--- src/rtl/hazard_fwd_unit.sv ---
// Hazard detection and operand forwarding over a DEPTH-entry write-intent scoreboard.
// Optional feature: define ZERO_REG_EN to make register 0 read as zero and never be written.
module hazard_fwd_unit #(
  parameter int DBITS = 16,
  parameter int RBITS = 3,
  parameter int DEPTH = 2
) (
  input  logic                   i_clk,
  input  logic                   i_reset,
  input  logic                   i_id_valid,
  input  logic [RBITS-1:0]       i_id_rs1,
  input  logic [RBITS-1:0]       i_id_rs2,
  input  logic                   i_id_use1,
  input  logic                   i_id_use2,
  input  logic                   i_id_wr,
  input  logic [RBITS-1:0]       i_id_wdst,
  input  logic                   i_id_isload,
  input  logic                   i_br_taken,
  input  logic [DBITS-1:0]       i_reg_out1,
  input  logic [DBITS-1:0]       i_reg_out2,
  input  logic [DEPTH*DBITS-1:0] i_stage_val,
  output logic [DBITS-1:0]       o_oper1,
  output logic [DBITS-1:0]       o_oper2,
  output logic                   o_fwd1_hit,
  output logic                   o_fwd2_hit,
  output logic                   o_stall,
  output logic                   o_wb_we,
  output logic [RBITS-1:0]       o_wb_dst,
  output logic [15:0]            o_stall_cnt
);

  logic [DEPTH-1:0] r_v;
  logic [DEPTH-1:0] r_wr;
  logic [DEPTH-1:0] r_ld;
  logic [RBITS-1:0] r_dst [DEPTH];
  logic [15:0]      r_stall_cnt;

  logic             w_m1, w_m2;
  logic             w_k0_1, w_k0_2;
  logic [DBITS-1:0] w_fv1, w_fv2;
  logic             w_z1, w_z2;
  logic             w_dst_ok;
  logic             w_lu1, w_lu2;
  logic             w_stall;

`ifdef ZERO_REG_EN
  assign w_z1     = (i_id_rs1 == '0);
  assign w_z2     = (i_id_rs2 == '0);
  assign w_dst_ok = (i_id_wdst != '0);
`else
  assign w_z1     = 1'b0;
  assign w_z2     = 1'b0;
  assign w_dst_ok = 1'b1;
`endif

  // Scan oldest to youngest so the lowest-index (youngest) match is the one kept.
  always_comb begin
    w_m1   = 1'b0;
    w_m2   = 1'b0;
    w_k0_1 = 1'b0;
    w_k0_2 = 1'b0;
    w_fv1  = '0;
    w_fv2  = '0;
    for (int k = DEPTH - 1; k >= 0; k--) begin
      if (r_v[k] && r_wr[k] && (r_dst[k] == i_id_rs1) && i_id_use1) begin
        w_m1   = 1'b1;
        w_k0_1 = (k == 0);
        w_fv1  = i_stage_val[k*DBITS +: DBITS];
      end
      if (r_v[k] && r_wr[k] && (r_dst[k] == i_id_rs2) && i_id_use2) begin
        w_m2   = 1'b1;
        w_k0_2 = (k == 0);
        w_fv2  = i_stage_val[k*DBITS +: DBITS];
      end
    end
  end

  // Load data is not available in EX, so a youngest-match load in entry 0 cannot forward.
  assign w_lu1   = w_m1 && w_k0_1 && r_ld[0] && !w_z1;
  assign w_lu2   = w_m2 && w_k0_2 && r_ld[0] && !w_z2;
  assign w_stall = i_id_valid && !i_br_taken && (w_lu1 || w_lu2);

  always_comb begin
    o_oper1    = i_reg_out1;
    o_fwd1_hit = 1'b0;
    if (w_z1) begin
      o_oper1 = '0;
    end else if (w_m1 && !w_lu1) begin
      o_oper1    = w_fv1;
      o_fwd1_hit = 1'b1;
    end
  end

  always_comb begin
    o_oper2    = i_reg_out2;
    o_fwd2_hit = 1'b0;
    if (w_z2) begin
      o_oper2 = '0;
    end else if (w_m2 && !w_lu2) begin
      o_oper2    = w_fv2;
      o_fwd2_hit = 1'b1;
    end
  end

  always_ff @(posedge i_clk) begin
    if (i_reset) begin
      r_v         <= '0;
      r_wr        <= '0;
      r_ld        <= '0;
      r_stall_cnt <= '0;
      for (int k = 0; k < DEPTH; k++) begin
        r_dst[k] <= '0;
      end
    end else begin
      for (int k = 1; k < DEPTH; k++) begin
        r_v[k]   <= r_v[k-1];
        r_wr[k]  <= r_wr[k-1];
        r_ld[k]  <= r_ld[k-1];
        r_dst[k] <= r_dst[k-1];
      end
      r_v[0]   <= i_id_valid && !w_stall && !i_br_taken;
      r_wr[0]  <= i_id_wr && w_dst_ok;
      r_ld[0]  <= i_id_isload;
      r_dst[0] <= i_id_wdst;
      if (w_stall && (r_stall_cnt != 16'hFFFF)) begin
        r_stall_cnt <= r_stall_cnt + 16'd1;
      end
    end
  end

  assign o_stall     = w_stall;
  assign o_wb_we     = r_v[DEPTH-1] && r_wr[DEPTH-1];
  assign o_wb_dst    = r_dst[DEPTH-1];
  assign o_stall_cnt = r_stall_cnt;

endmodule
--- config.mk ---
export PLATFORM = sky130hd
export DESIGN_NAME = hazard_fwd_unit
export DESIGN_NICKNAME = d
export VERILOG_FILES = /design/src/rtl/hazard_fwd_unit.sv
export SDC_FILE = /design/constraint.sdc
export NUM_CORES = 1
export LEC_CHECK = 0
export CORE_MARGIN = 3
export CORE_UTILIZATION = 37
export CTS_BUF_LIST = sky130_fd_sc_hd__clkbuf_8
export CTS_CLUSTER_DIAMETER = 120
export DETAILED_ROUTE_END_ITERATION = 10
export GPL_ROUTABILITY_DRIVEN = 0
export GPL_TIMING_DRIVEN = 0
export PLACE_DENSITY = 0.83
export RECOVER_POWER = 50
export SKIP_LAST_GASP = 1
export SYNTH_ARGS = -nofsm -noshare
export SYNTH_HDL_FRONTEND = slang
export SYNTH_SLANG_ARGS = --single-unit
--- constraint.sdc ---
create_clock -name i_clk -period 3 [get_ports i_clk]
set_clock_uncertainty 0.15 [all_clocks]
set_input_delay 0.3 -clock i_clk [delete_from_list [all_inputs] [get_ports i_clk]]
set_output_delay 0.3 -clock i_clk [all_outputs]
set_load 0.01 [all_outputs]
==> Word-level counts from Yosys, hierarchy flattened <==
Memory sizes are Yosys's and may differ from the RTL's.
Cells that the tools add are included.
{ "word_totals": {"regBits": 21, "out_inout_bits": 55, "romBits": 0, "ram_bits": 6, "wordCells": 58, "latch_bits": 0, "memories": 1} }
{ "mem_list": {"columns": ["memory", "depth", "word_bits", "read_ports", "rd_clocked_by_memory_dff", "wr", "line", "rtl"], "rows": [
  ["r_dst", 2, 3, 2, 0, 2, "35", "logic [RBITS-1:0] r_dst [DEPTH];"]
]} }
{ "op_classes": {"div_mod_pow": 0, "n_addsub": 1, "reduce_logical": 26, "shifts": 0, "n_eq_ne": 5, "order_cmp": 0, "mul": 0, "mux": 19, "n_bitwise": 2} }
{ "ops": {"columns": ["op", "count"], "rows": [
  ["16-bit 2-to-1 mux", 6],
  ["1-bit logical AND", 21],
  ["16-bit by 1-bit adder with 16-bit output (second input constant)", 1],
  ["16-bit inequality test (second input constant)", 1],
  ["3-bit equality test", 4],
  ["1-bit 2-to-1 mux", 11],
  ["3-bit 2-to-1 mux", 2],
  ["1-bit zero test", 4],
  ["1-bit bitwise OR", 2],
  ["1-bit logical OR", 1]
]} }

==> Logic depth before layout (Yosys ltp) <==
An unclocked memory read counts as a cell.
{ "depth": {"ltp_word": 13, "mapped_depth": 7} }

==> Worst setup path after synthesis <==
Ideal clock, no wire load.
{ "synth_timing": {"path_type": "register to output", "from": "mem r_dst[0][2]", "to": "out o_oper1[12]", "stages_incl_launch_ff": 8, "arrival_time_ns": 2.025, "required_ns": 2.550, "slack_ns": 0.525, "n_path_buf": 2, "path_cell_list": "dfxtp_1 -> xor2_1 -> or4_4 -> buf_6 -> mux2i_1 -> clkbuf_1 -> nor2_1 -> a21oi_1"} }
{ "synth_lines": {"columns": ["item", "line", "rtl"], "rows": [
  ["start, declared", "35", null],
  ["end, declared", "22", "output logic [DBITS-1:0] o_oper1,"]
]} }

==> Worst setup path after layout <==
{ "layout_timing": {"from": "in i_id_use1", "to": "out o_oper1[11]"} }
{ "layout_via": {"elab_chain_len": 8, "word_cells_on_any_way": 12} }
{ "layout_lines": {"columns": ["item", "line", "rtl"], "rows": [
  ["start, declared", "13", "input logic i_id_use1,"],
  ["1-bit logical AND", "65", "if (r_v[k] && r_wr[k] && (r_dst[k] == i_id_rs1) && i_id_use1) begin"],
  ["1-bit 2-to-1 mux (2 in series)", "65", null],
  ["1-bit logical AND (2 in series)", "79", "assign w_lu1 = w_m1 && w_k0_1 && r_ld[0] && !w_z1;"],
  ["1-bit zero test", "88", "end else if (w_m1 && !w_lu1) begin"],
  ["1-bit logical AND", "88", null],
  ["16-bit 2-to-1 mux *", "88", null]
]} }
Mark *: on every way between the ends. The rest lies on a longest branch, timed or not.

==> metrics.txt <==
status completed; Max Cap Viol 0; crit end category output port; Die Span Y 79.4 um; vias in the first global route 2,537; relative slew slack 61.0%; most used flip-flop cell after synthesis dfxtp_1; adder-cell share of the synthesized area 0.627%; Setup Crit Path Kind input port to output port; sw frac 25.8%; Post-synth EDFFs 0; maximum vdd drop about 210 uV; synth unique cells 32; via count approximately 2,500; port buffer count 134; largest net degree at the start of global routing 15; post-synthesis sequential area ratio 27.1%; die footprint 6310 sq um; clk root buf clkbuf_8; Routed Antenna Nets 0; core area 5170 sq um; die width between 70 and 80 um; Clock Latency Late Sink 0.26 ns; CP Launch Type input port; Seq pwr share between 40 and 50%; final WL approximately 8.3 mm; Ports roughly 140; worst path required time 2.55 ns; largest family of logic cells by synthesized area simple AND/OR/NAND/NOR gates; Worst-path clk slew 0.09 ns; DR DRC count 0; layout cells sized above 1 16.5%; Crit Path Max Fanout 5; vias per cell 5.31; met3 usage 5.08%; internal cell power 602 uW; Synth Area in Simple Gates approximately a quarter; Cell Area, Synth 2000 sq um; met2 usage 45.8%; global-route wire length before repair 12.7 mm; Congestion Overflow GR 0; DR pass1 iterations 4; Cells after Synth 253; n_diodes 0; PwrDens 223 nW/um^2; routed length per placed instance between 15 and 20 um; # H-tree levels 1; CP max-delay cell clkdlybuf4s50_1; Setup TNS 0 ns; CTS tree done; TritonCTS buffer count 3; fin. max-slew vios 0; DRC marker count from the first detailed-route iteration 61; measured slew at the worst slew-check pin 0.570 ns; count of final hold-check violations 0; GR Util met1 between 20% and 30%; GRT Util Overall between 20% and 30%; busiest metal layer after global routing met2; Synth Area in Compound Gates 15.8%; post-synthesis mux area share 18.1%; post-DP HPWL 6.22 mm; async set-reset flop share out of synthesis 0%; Ys Warns 0; period utilization 98.1%; Syn Nets 335; average size of a mapped cell just under 8 sq um; Row Count 26; final setup margin around 0.058 ns; leak pwr between 1 and 1.5 nW; initial antenna violation count 0; fin crit period 2.94 ns; Critical Path Max Stage Delay ~0.53 ns; CTS max path bufs 2; Starting Density 38.6%; Most Frequent Cell on Critical Path buf_4; # clock sinks 27; DP Worst Slack -0.800 ns; Worst EP arrival 2.49 ns; HP Class input port to flop; Final setup viols 0; Nets 489; Logic pwr share 29.4%; #FFs+latches synth 27; crit path cell chain clkdlybuf4s50_1 > nand3_2 > or4_4 > mux2i_4 > buf_4 > clkbuf_8 > buf_4 > a21oi_1 > clkbuf_2; clock network power share 24.4%; Area growth, synth to finish 82.3%; maximum clock frequency 0.340 GHz; switching pwr 209 uW; XOR/XNOR Fraction of Synth Area under 10%
[repair_timing]
action,in CTS,in global routing
setup buffers,15,1
resized for setup,104,28
setup endpoints to repair,34,29
hold buffers,0,0
pin swaps,2,0
[registers in the layout, indices dropped and copies added (netlist names)]
register and count:
r_wr 2, r_ld 1, r_dst 6, r_v 2, o_stall_cnt 16
[critical path: cells and delay by family]
family	cells	cell delay, ns
muxes	1	0.22
and+or+nand+nor	2	0.61
buffers and inverters	5	1.16
AOI/OAI and AO/OA	1	0.19
[path summary, 6_finish.rpt]
kind | slack (ns) | from | depth (start not counted) | endpoint
setup / recovery | 0.06 | i_id_use1 | 9 | o_oper1[11]
hold / removal | 0.26 | i_reset | 2 | r_dst[0][4]
setup reg to reg | 0.26 | r_dst[0][2] | 7 | o_stall_cnt[3]
hold reg to reg | 0.36 | o_stall_cnt[5] | 2 | o_stall_cnt[5]
[routing by layer]
layer / routed length (um) / vias up
li1: - / 1204
met1: 3260 / 1191
met2: 4180 / 113
met3: 688 / 18
met4: 204 / 0
met5: 0 / -
[synth_stat cells (5+ instances only)]
library cell / count / area share, %
a21oi_1: 40 / 10
buf_2: 5 / 1.3
clkbuf_1: 8 / 1.5
dfxtp_1: 27 / 27
mux2i_1: 35 / 18
nand2_1: 7 / 1.3
nand3_1: 8 / 2.0
nor2_1: 41 / 7.7
nor2b_1: 12 / 3.8
o21ai_0: 6 / 1.5
or3_1: 6 / 1.9
or4_1: 5 / 1.9
xnor2_1: 5 / 2.2
xor2_1: 14 / 6.1
[placed cells by master, fill, tap and decap left out, drive strengths merged, types with 5 or more instances in the layout]
cell type,netlist,final
a21oi,40,40
buf,10,33
clkbuf,8,19
or3,6,6
dlygate4sd3,0,22
dfxtp,27,27
clkdlybuf4s15,0,7
o21ai,6,6
xor2,14,14
xnor2,5,5
nand2,7,7
nor2,41,41
nand3,8,8
mux2i,35,35
clkdlybuf4s50,0,72
or4,6,6
nor2b,12,12
dlygate4sd2,0,14
[stage by stage]
stage               util [%]  hold WS [ns]  std cells  instance area (sq um)  power (mW)
detailed placement      66.2         0.330        457                   3420       0.628
floorplan                  -         0.278        253                   2000       0.452
global placement        66.2         0.328        457                   3420       0.622
CTS                     70.6         0.268        476                   3650       0.812
global route            70.3         0.298        476                   3640       0.851
finish                  70.3         0.264        476                   3640       0.811
[cell type report]
cell class,instances,area (sq um)
Fill cell,417,1540
Clock inverter,1,3.75
Inverter,3,11.3
Sequential cell,27,546
Tap cell,70,87.6
Buffer,17,140
Clock buffer,3,41.3
Multi-Input combinational cell,205,1440
Timing Repair Buffer,150,1370
[cell families after synthesis]
logic type               Yosys count
AO/OA/AOI/OAI                     56
XOR/XNOR                          19
adder cells (fa/ha/maj)            1
buffers and inverters             21
flip-flops                        27
multiplexers                      36
AND/OR/NAND/NOR                   93
[power groups by stage]
stage | logic, mW | registers (mW) | clock network [mW]
2_1_floorplan | 0.0740 | 0.378 | 0
3_3_place_gp | 0.242 | 0.380 | 0
3_5_place_dp | 0.247 | 0.380 | 0
4_1_cts | 0.239 | 0.374 | 0.200
5_1_grt | 0.255 | 0.376 | 0.221
6_report | 0.239 | 0.374 | 0.198
Power figures use the tool's default switching activity.
